$ cat config.mk
export PLATFORM = sky130hd
export DESIGN_NAME = bram_responder
export DESIGN_NICKNAME = d
export VERILOG_FILES = /design/src/rtl/bram_responder.sv
export SDC_FILE = /design/constraint.sdc
export NUM_CORES = 2
export LEC_CHECK = 0
export CAP_MARGIN = 20
export CORE_ASPECT_RATIO = 0.9
export CORE_MARGIN = 4
export CORE_UTILIZATION = 55
export CTS_CLUSTER_DIAMETER = 150
export DETAILED_ROUTE_END_ITERATION = 10
export DONT_BUFFER_PORTS = 1
export PLACE_DENSITY_LB_ADDON = 0.12
export RECOVER_POWER = 100
export SYNTH_ARGS = -nofsm -noshare
export SYNTH_HDL_FRONTEND = slang
export SYNTH_SLANG_ARGS = --single-unit
export TNS_END_PERCENT = 20
$ cat constraint.sdc
create_clock -name clk -period 17.7 [get_ports clk]
set_input_delay 3.54 -clock clk [delete_from_list [all_inputs] [get_ports clk]]
set_output_delay 3.54 -clock clk [all_outputs]
set_load 0.03 [all_outputs]
$ cat src/rtl/bram_responder.sv
// bram_responder: single-port BRAM responder for FSMD initiators.
// - 1-cycle registered, read-first read path (rdata <= mem[addr] every IDLE cycle).
// - Host load port (ld_valid/ld_ready), full-memory clear sequencer, saturating counters.
// - Optional macro BRAM_RESPONDER_PARITY_EN adds a per-word even-parity bit and a
//   sticky par_err flag; without it par_err is tied to 0.
//
// Handshake: a host load transfers on a rising edge where ld_valid && ld_ready are
// both high. ld_ready is combinational and never depends on ld_valid; the host must
// hold ld_valid/ld_addr/ld_data stable until the transfer edge.
// Write priority per cycle: clear sequencer (CLEAR) > initiator write > host load.
// The FSM state is visible as the internal signal `state` (busy mirrors CLEAR).
module bram_responder #(
  parameter int ADDR_W = 8,
  parameter int DATA_W = 16,
  parameter int DEPTH  = 256
) (
  input  logic              clk,
  input  logic              reset,
  input  logic [ADDR_W-1:0] addr,
  input  logic              we,
  input  logic [DATA_W-1:0] wdata,
  output logic [DATA_W-1:0] rdata,
  input  logic              ld_valid,
  output logic              ld_ready,
  input  logic [ADDR_W-1:0] ld_addr,
  input  logic [DATA_W-1:0] ld_data,
  input  logic              clr_start,
  output logic              busy,
  output logic              clr_done,
  output logic [15:0]       wr_count,
  output logic [7:0]        drop_count,
  output logic              par_err
);

  typedef enum logic {
    IDLE  = 1'b0,
    CLEAR = 1'b1
  } state_t;

  state_t            state;
  logic [ADDR_W-1:0] clr_addr;
  logic [DATA_W-1:0] mem [DEPTH];

  // Single merged write port so the array maps onto one BRAM port.
  logic              mem_we;
  logic [ADDR_W-1:0] mem_waddr;
  logic [DATA_W-1:0] mem_wdata;

  assign ld_ready = (state == IDLE) && !we && !clr_start && !reset;

  // Select which requester owns the write port this cycle.
  always_comb begin
    mem_we    = 1'b0;
    mem_waddr = addr;
    mem_wdata = wdata;
    if (!reset) begin
      if (state == CLEAR) begin
        mem_we    = 1'b1;
        mem_waddr = clr_addr;
        mem_wdata = '0;
      end else if (we) begin
        mem_we    = 1'b1;
        mem_waddr = addr;
        mem_wdata = wdata;
      end else if (ld_valid && ld_ready) begin
        mem_we    = 1'b1;
        mem_waddr = ld_addr;
        mem_wdata = ld_data;
      end
    end
  end

  // Memory array write; contents are deliberately not reset.
  always_ff @(posedge clk) begin
    if (mem_we) begin
      mem[mem_waddr] <= mem_wdata;
    end
  end

  // Control FSM: read path, clear sequencing and counters.
  always_ff @(posedge clk) begin
    if (reset) begin
      state      <= IDLE;
      clr_addr   <= '0;
      rdata      <= '0;
      busy       <= 1'b0;
      clr_done   <= 1'b0;
      wr_count   <= '0;
      drop_count <= '0;
    end else begin
      clr_done <= 1'b0;
      case (state)
        IDLE: begin
          // Old contents are returned even when the same address is written.
          rdata <= mem[addr];
          if (we && (wr_count != 16'hFFFF)) begin
            wr_count <= wr_count + 16'd1;
          end
          if (clr_start) begin
            state    <= CLEAR;
            clr_addr <= '0;
            busy     <= 1'b1;
          end
        end
        CLEAR: begin
          rdata <= '0;
          if (we && (drop_count != 8'hFF)) begin
            drop_count <= drop_count + 8'd1;
          end
          clr_addr <= clr_addr + 1'b1;
          if (clr_addr == ADDR_W'(DEPTH - 1)) begin
            state    <= IDLE;
            busy     <= 1'b0;
            clr_done <= 1'b1;
          end
        end
        default: begin
          state <= IDLE;
          busy  <= 1'b0;
        end
      endcase
    end
  end

`ifdef BRAM_RESPONDER_PARITY_EN
  logic par_mem [DEPTH];

  // Parity bit travels with every data write (zero data gives parity 0).
  always_ff @(posedge clk) begin
    if (mem_we) begin
      par_mem[mem_waddr] <= ^mem_wdata;
    end
  end

  // Sticky parity check on every IDLE read, aligned with the rdata update.
  always_ff @(posedge clk) begin
    if (reset) begin
      par_err <= 1'b0;
    end else if ((state == IDLE) && ((^mem[addr]) != par_mem[addr])) begin
      par_err <= 1'b1;
    end
  end
`else
  assign par_err = 1'b0;
`endif

endmodule

==> out/results.env <==
COREAREA_SQ_MM=0.292
GRT_START_MAX_NET_PINS=740
PORT-BUFFER-COUNT=0
FINAL_AREA_SQ_MM=0.179
GP_CONGESTION=0.883
CLKSLEWWORSTSETUPHOLDPATHS_NS=0.06
FINALCRITICALPERIOD_NS=12.76
DRT-VIAS-PER-INSTANCE=6.81
DIE_WIDTH_MICRONS=579
DEEPEST_CLOCK_PATH_BUFFER_COUNT=4
PLACE_HPWL_MM=277
CELL_COUNT_AFTER_SYNTHESIS=7786
SYNTHESIS.NETS=7842
FLOORPLAN.ROWS=188
DPL.CELL_COUNT=11600
ANTENNA_VIOLATING_NETS_POST_ROUTE=0
SETUP_VIOL=0
CRITICAL_PATH_REQUIRED_NS=18.34
TIGHTESTPINTRANSITION_NS=4.80
CTS_TREE='yes'
POWER_DENSITY_mW_PER_MM2=116
LEAST_SETUP_SLACK_ACROSS_ALL_PATHS_AFTER_LAYOUT_NS=4.94
CTS.SINKS=4147
DETAILROUTE.VIA_COUNT=84500
HOLD_PATH_CLASS='reg -> reg'
RUN_STATUS='finished, violations left'
WORST-R2R-CELL-COUNT=6
CTS.REPAIR_TIMING.SETUP_BUFFER_COUNT=0
INTPOWER_mW=16.1
GRT_REMAINING_OVERFLOW=0
CTS-HOLD-FIX-BUFFERS=0
TIMING_HOLD_VIOLATIONS_FINAL=0
FINAL_LAYOUT_SIZE_SUFFIX_GT1_SHARE_PCT=17.8
MAXSLEWHEADROOM_PCT=-220
POWER.SWITCHING_mW=4.53
P_TOTAL_mW=20.7
TIMING.RR.START='state'
DETAIL_ROUTE.DRC_VIOLATIONS=0
SETUP.WORST_PATH.START_CLASS='input port'
SLEW_VIOL_FINAL=2844
DESIGN.DIE.AREA_SQ_MM=0.302
TIMING.HOLD.WORST_ENDPOINT='clr_addr[0]'
CLK_LATENCY_NS=0.99
CLOCKPOWERSHARE_PCT=41.8
DIE-HEIGHT_MICRONS=522
IOPINCOUNT=97
GROUTE.USAGE.OVERALL_PCT=30.7
PLACED_AREA_SQ_MM=0.167
SEQUENTIALPOWERSHARE_PCT=53.0
POST_CTS.RESIZED_INSTANCES=0
WL_MM=467
INITIAL_ANTENNA_VIOLATION_COUNT=37
PATH_CLASS='in -> reg'
ITERATION_0_DRC_COUNT_OF_THE_DETAILED_ROUTER=13100
WORSTHOLDSTART='clr_addr[0]'
NETLIST-CELL-TYPE-COUNT=85
WORST_SETUP_PATH_END_KIND='flop'
FLOORPLAN.INITIALDENSITY_PCT=55.3
SYNTH-SEQ-AREA-SHARE_PCT=76.8
PERIOD_SHARE_PCT=72.1
SYNTH_EDF_COUNT=4096
FIN_SETUP_TNS_NS=0
DRV_CAP=62
SYNTH_TOP_FLOP_CELL='sky130_fd_sc_hd__edfxtp_1'
CLOCK_SKEW_NS=0.0689
GRT_PASS1_WL_MM=647
ASYNCSETRESETFLOPFRACSYNTH_PCT=0
N_FILL_CELL=20600
R2R_SLACK_NS=6.87
SYNTHESIS.AREA_SQ_MM=0.161
HOLD-PATH-CELL-COUNT=2
P_LEAK_nW=56.1
RSZ0062_AT_GRT='false'
MOSTFREQUENTLAYOUTCELLS='sky130_fd_sc_hd__edfxtp_1 (4096), sky130_fd_sc_hd__mux4_2 (693), sky130_fd_sc_hd__mux2i_1 (596), sky130_fd_sc_hd__clkbuf_16 (410), sky130_fd_sc_hd__clkbuf_1 (384)'
YS_FF_LATCH=4147
SYN_TO_FINAL_GROWTH_PCT=10.8
FINAL_COMMON_CELL='sky130_fd_sc_hd__edfxtp_1'
FRACTION_OF_POWER_SPENT_SWITCHING_NETS_PCT=21.9
PLACE_WS_NS=8.48
IR_DROP_V=0.000103
FINAL_CELLS=12400
SYNTH.AVG_CELL_AREA_SQ_UM=20.7
MAX_FREQ_GHz=0.0784
ROUTEDWLPERCELL_MICRONS=37.6
POWER_FRAC_COMB_PCT=5.2
YS.WARNINGS.COUNT=0
DESIGN.FINAL.NETS=8204
CLOCK-ROOT-BUFFER='sky130_fd_sc_hd__clkbuf_16'
NUMBER_OF_BUFFERS_ADDED_BY_THE_CLOCK_TREE_SYNTHESIS_STEP=406
VIOLATIONS='capacitance limit, slew limit'
WORSTREG2REGEND='mem[156][1]'
WORSTPATHMAXFANOUT=76
CRITICAL_PATH_ARRIVAL_NS=13.40
CTS_MAX_LEVEL=5
FIRST_GLOBAL_VIAS=80900
DRTPASS1ITERATIONS=6
cell usage after synthesis, types with 15 or more instances:
| master | n | area share [%] |
|---|---|---|
| sky130_fd_sc_hd__buf_1 | 33 | 0.077 |
| sky130_fd_sc_hd__mux4_2 | 693 | 9.7 |
| sky130_fd_sc_hd__nand4_1 | 41 | 0.16 |
| sky130_fd_sc_hd__a211oi_1 | 59 | 0.27 |
| sky130_fd_sc_hd__mux2i_1 | 596 | 3.7 |
| sky130_fd_sc_hd__buf_6 | 71 | 0.50 |
| sky130_fd_sc_hd__o211ai_1 | 16 | 0.074 |
| sky130_fd_sc_hd__a2111oi_0 | 15 | 0.081 |
| sky130_fd_sc_hd__nor2_1 | 373 | 0.87 |
| sky130_fd_sc_hd__a31oi_1 | 15 | 0.058 |
| sky130_fd_sc_hd__nand2_1 | 106 | 0.25 |
| sky130_fd_sc_hd__a22oi_1 | 84 | 0.39 |
| sky130_fd_sc_hd__buf_4 | 39 | 0.18 |
| sky130_fd_sc_hd__buf_2 | 127 | 0.39 |
| sky130_fd_sc_hd__a21oi_1 | 116 | 0.36 |
| sky130_fd_sc_hd__o221ai_1 | 141 | 0.76 |
| sky130_fd_sc_hd__edfxtp_1 | 4096 | 76 |
| sky130_fd_sc_hd__mux2_2 | 41 | 0.29 |
| sky130_fd_sc_hd__nor4_1 | 30 | 0.12 |
| sky130_fd_sc_hd__a221oi_1 | 17 | 0.092 |
| sky130_fd_sc_hd__or3_1 | 24 | 0.093 |
| sky130_fd_sc_hd__buf_8 | 51 | 0.47 |
| sky130_fd_sc_hd__o22ai_1 | 193 | 0.75 |
| sky130_fd_sc_hd__nand3_1 | 74 | 0.23 |
| sky130_fd_sc_hd__clkbuf_1 | 138 | 0.32 |
| sky130_fd_sc_hd__o31ai_1 | 23 | 0.11 |
| sky130_fd_sc_hd__and2_1 | 15 | 0.058 |
| sky130_fd_sc_hd__nor3_1 | 87 | 0.27 |
| sky130_fd_sc_hd__dfxtp_1 | 51 | 0.63 |
| sky130_fd_sc_hd__o21ai_0 | 137 | 0.42 |
| sky130_fd_sc_hd__mux4_1 | 58 | 0.94 |
final cells by class:
| cell class | count | area, sq um | share of cell area [%] |
|---|---|---|---|
| Timing Repair Buffer | 430 | 2440 | 1.37 |
| Antenna cell | 24 | 60.1 | 0.0336 |
| Tap cell | 3895 | 4870 | 2.73 |
| Sequential cell | 4147 | 124000 | 69.3 |
| Clock inverter | 238 | 2530 | 1.42 |
| Inverter | 9 | 41.3 | 0.0231 |
| Clock buffer | 510 | 10700 | 5.97 |
| Multi-Input combinational cell | 3154 | 34200 | 19.1 |
critical path: stages:
cell and delay, ns:
sky130_fd_sc_hd__nor4_1 2.19, sky130_fd_sc_hd__and2_0 1.07, sky130_fd_sc_hd__a22o_1 2.14, sky130_fd_sc_hd__buf_4 0.89, sky130_fd_sc_hd__clkbuf_1 2.46, sky130_fd_sc_hd__buf_4 0.82
kinds of logic after synthesis:
group	after synthesis	synth area share (%)
mux	1388	14.6
other cells	1	0.00232
buf+inv	485	2.09
fa+ha+maj	3	0.0233
xor+xnor	16	0.0868
flops	4147	76.8
compound gates	913	3.92
simple gates	833	2.46
routing by layer:
metal  part of all wire, %  GRT usage (%)
met1                    39           45.4
met2                    45           44.8
met3                    13           8.51
met4                   3.9           10.3
met5                0.0088              0
power groups by stage:
stage | sequential, mW | combinational [mW] | clock, mW
5_1_grt | 10.9 | 1.12 | 9.14
4_1_cts | 10.9 | 1.03 | 8.71
3_3_place_gp | 11.1 | 1.01 | 0
6_report | 10.9 | 1.08 | 8.63
3_5_place_dp | 11.1 | 1.03 | 0
2_1_floorplan | 11.2 | 0.637 | 0
how the worst max path moves through the flow:
stage | slack [ns] | startpoint | to
floorplan | 1.29 | reset | mem[0][0]
global placement | 8.47 | addr[0] | rdata[0]
global route | 4.52 | addr[0] | rdata[4]
finish | 4.94 | we | mem[156][1]
detailed placement | 8.48 | addr[0] | rdata[0]
CTS | 9.50 | addr[0] | rdata[0]
registers in the layout (all words and copies together), names as in the netlist:
| register | cells |
|---|---|
| rdata | 16 |
| clr_done | 1 |
| clr_addr | 8 |
| drop_count | 8 |
| busy | 1 |
| mem | 4096 |
| state | 1 |
| wr_count | 16 |
metrics by stage:
step           util [%]  hold WS, ns
5_1_grt            61.2        0.564
3_5_place_dp       57.1        0.525
2_1_floorplan         -        0.470
6_report           61.3        0.549
3_3_place_gp       57.0        0.497
4_1_cts            61.6        0.540
Power figures use the tool's default switching activity.
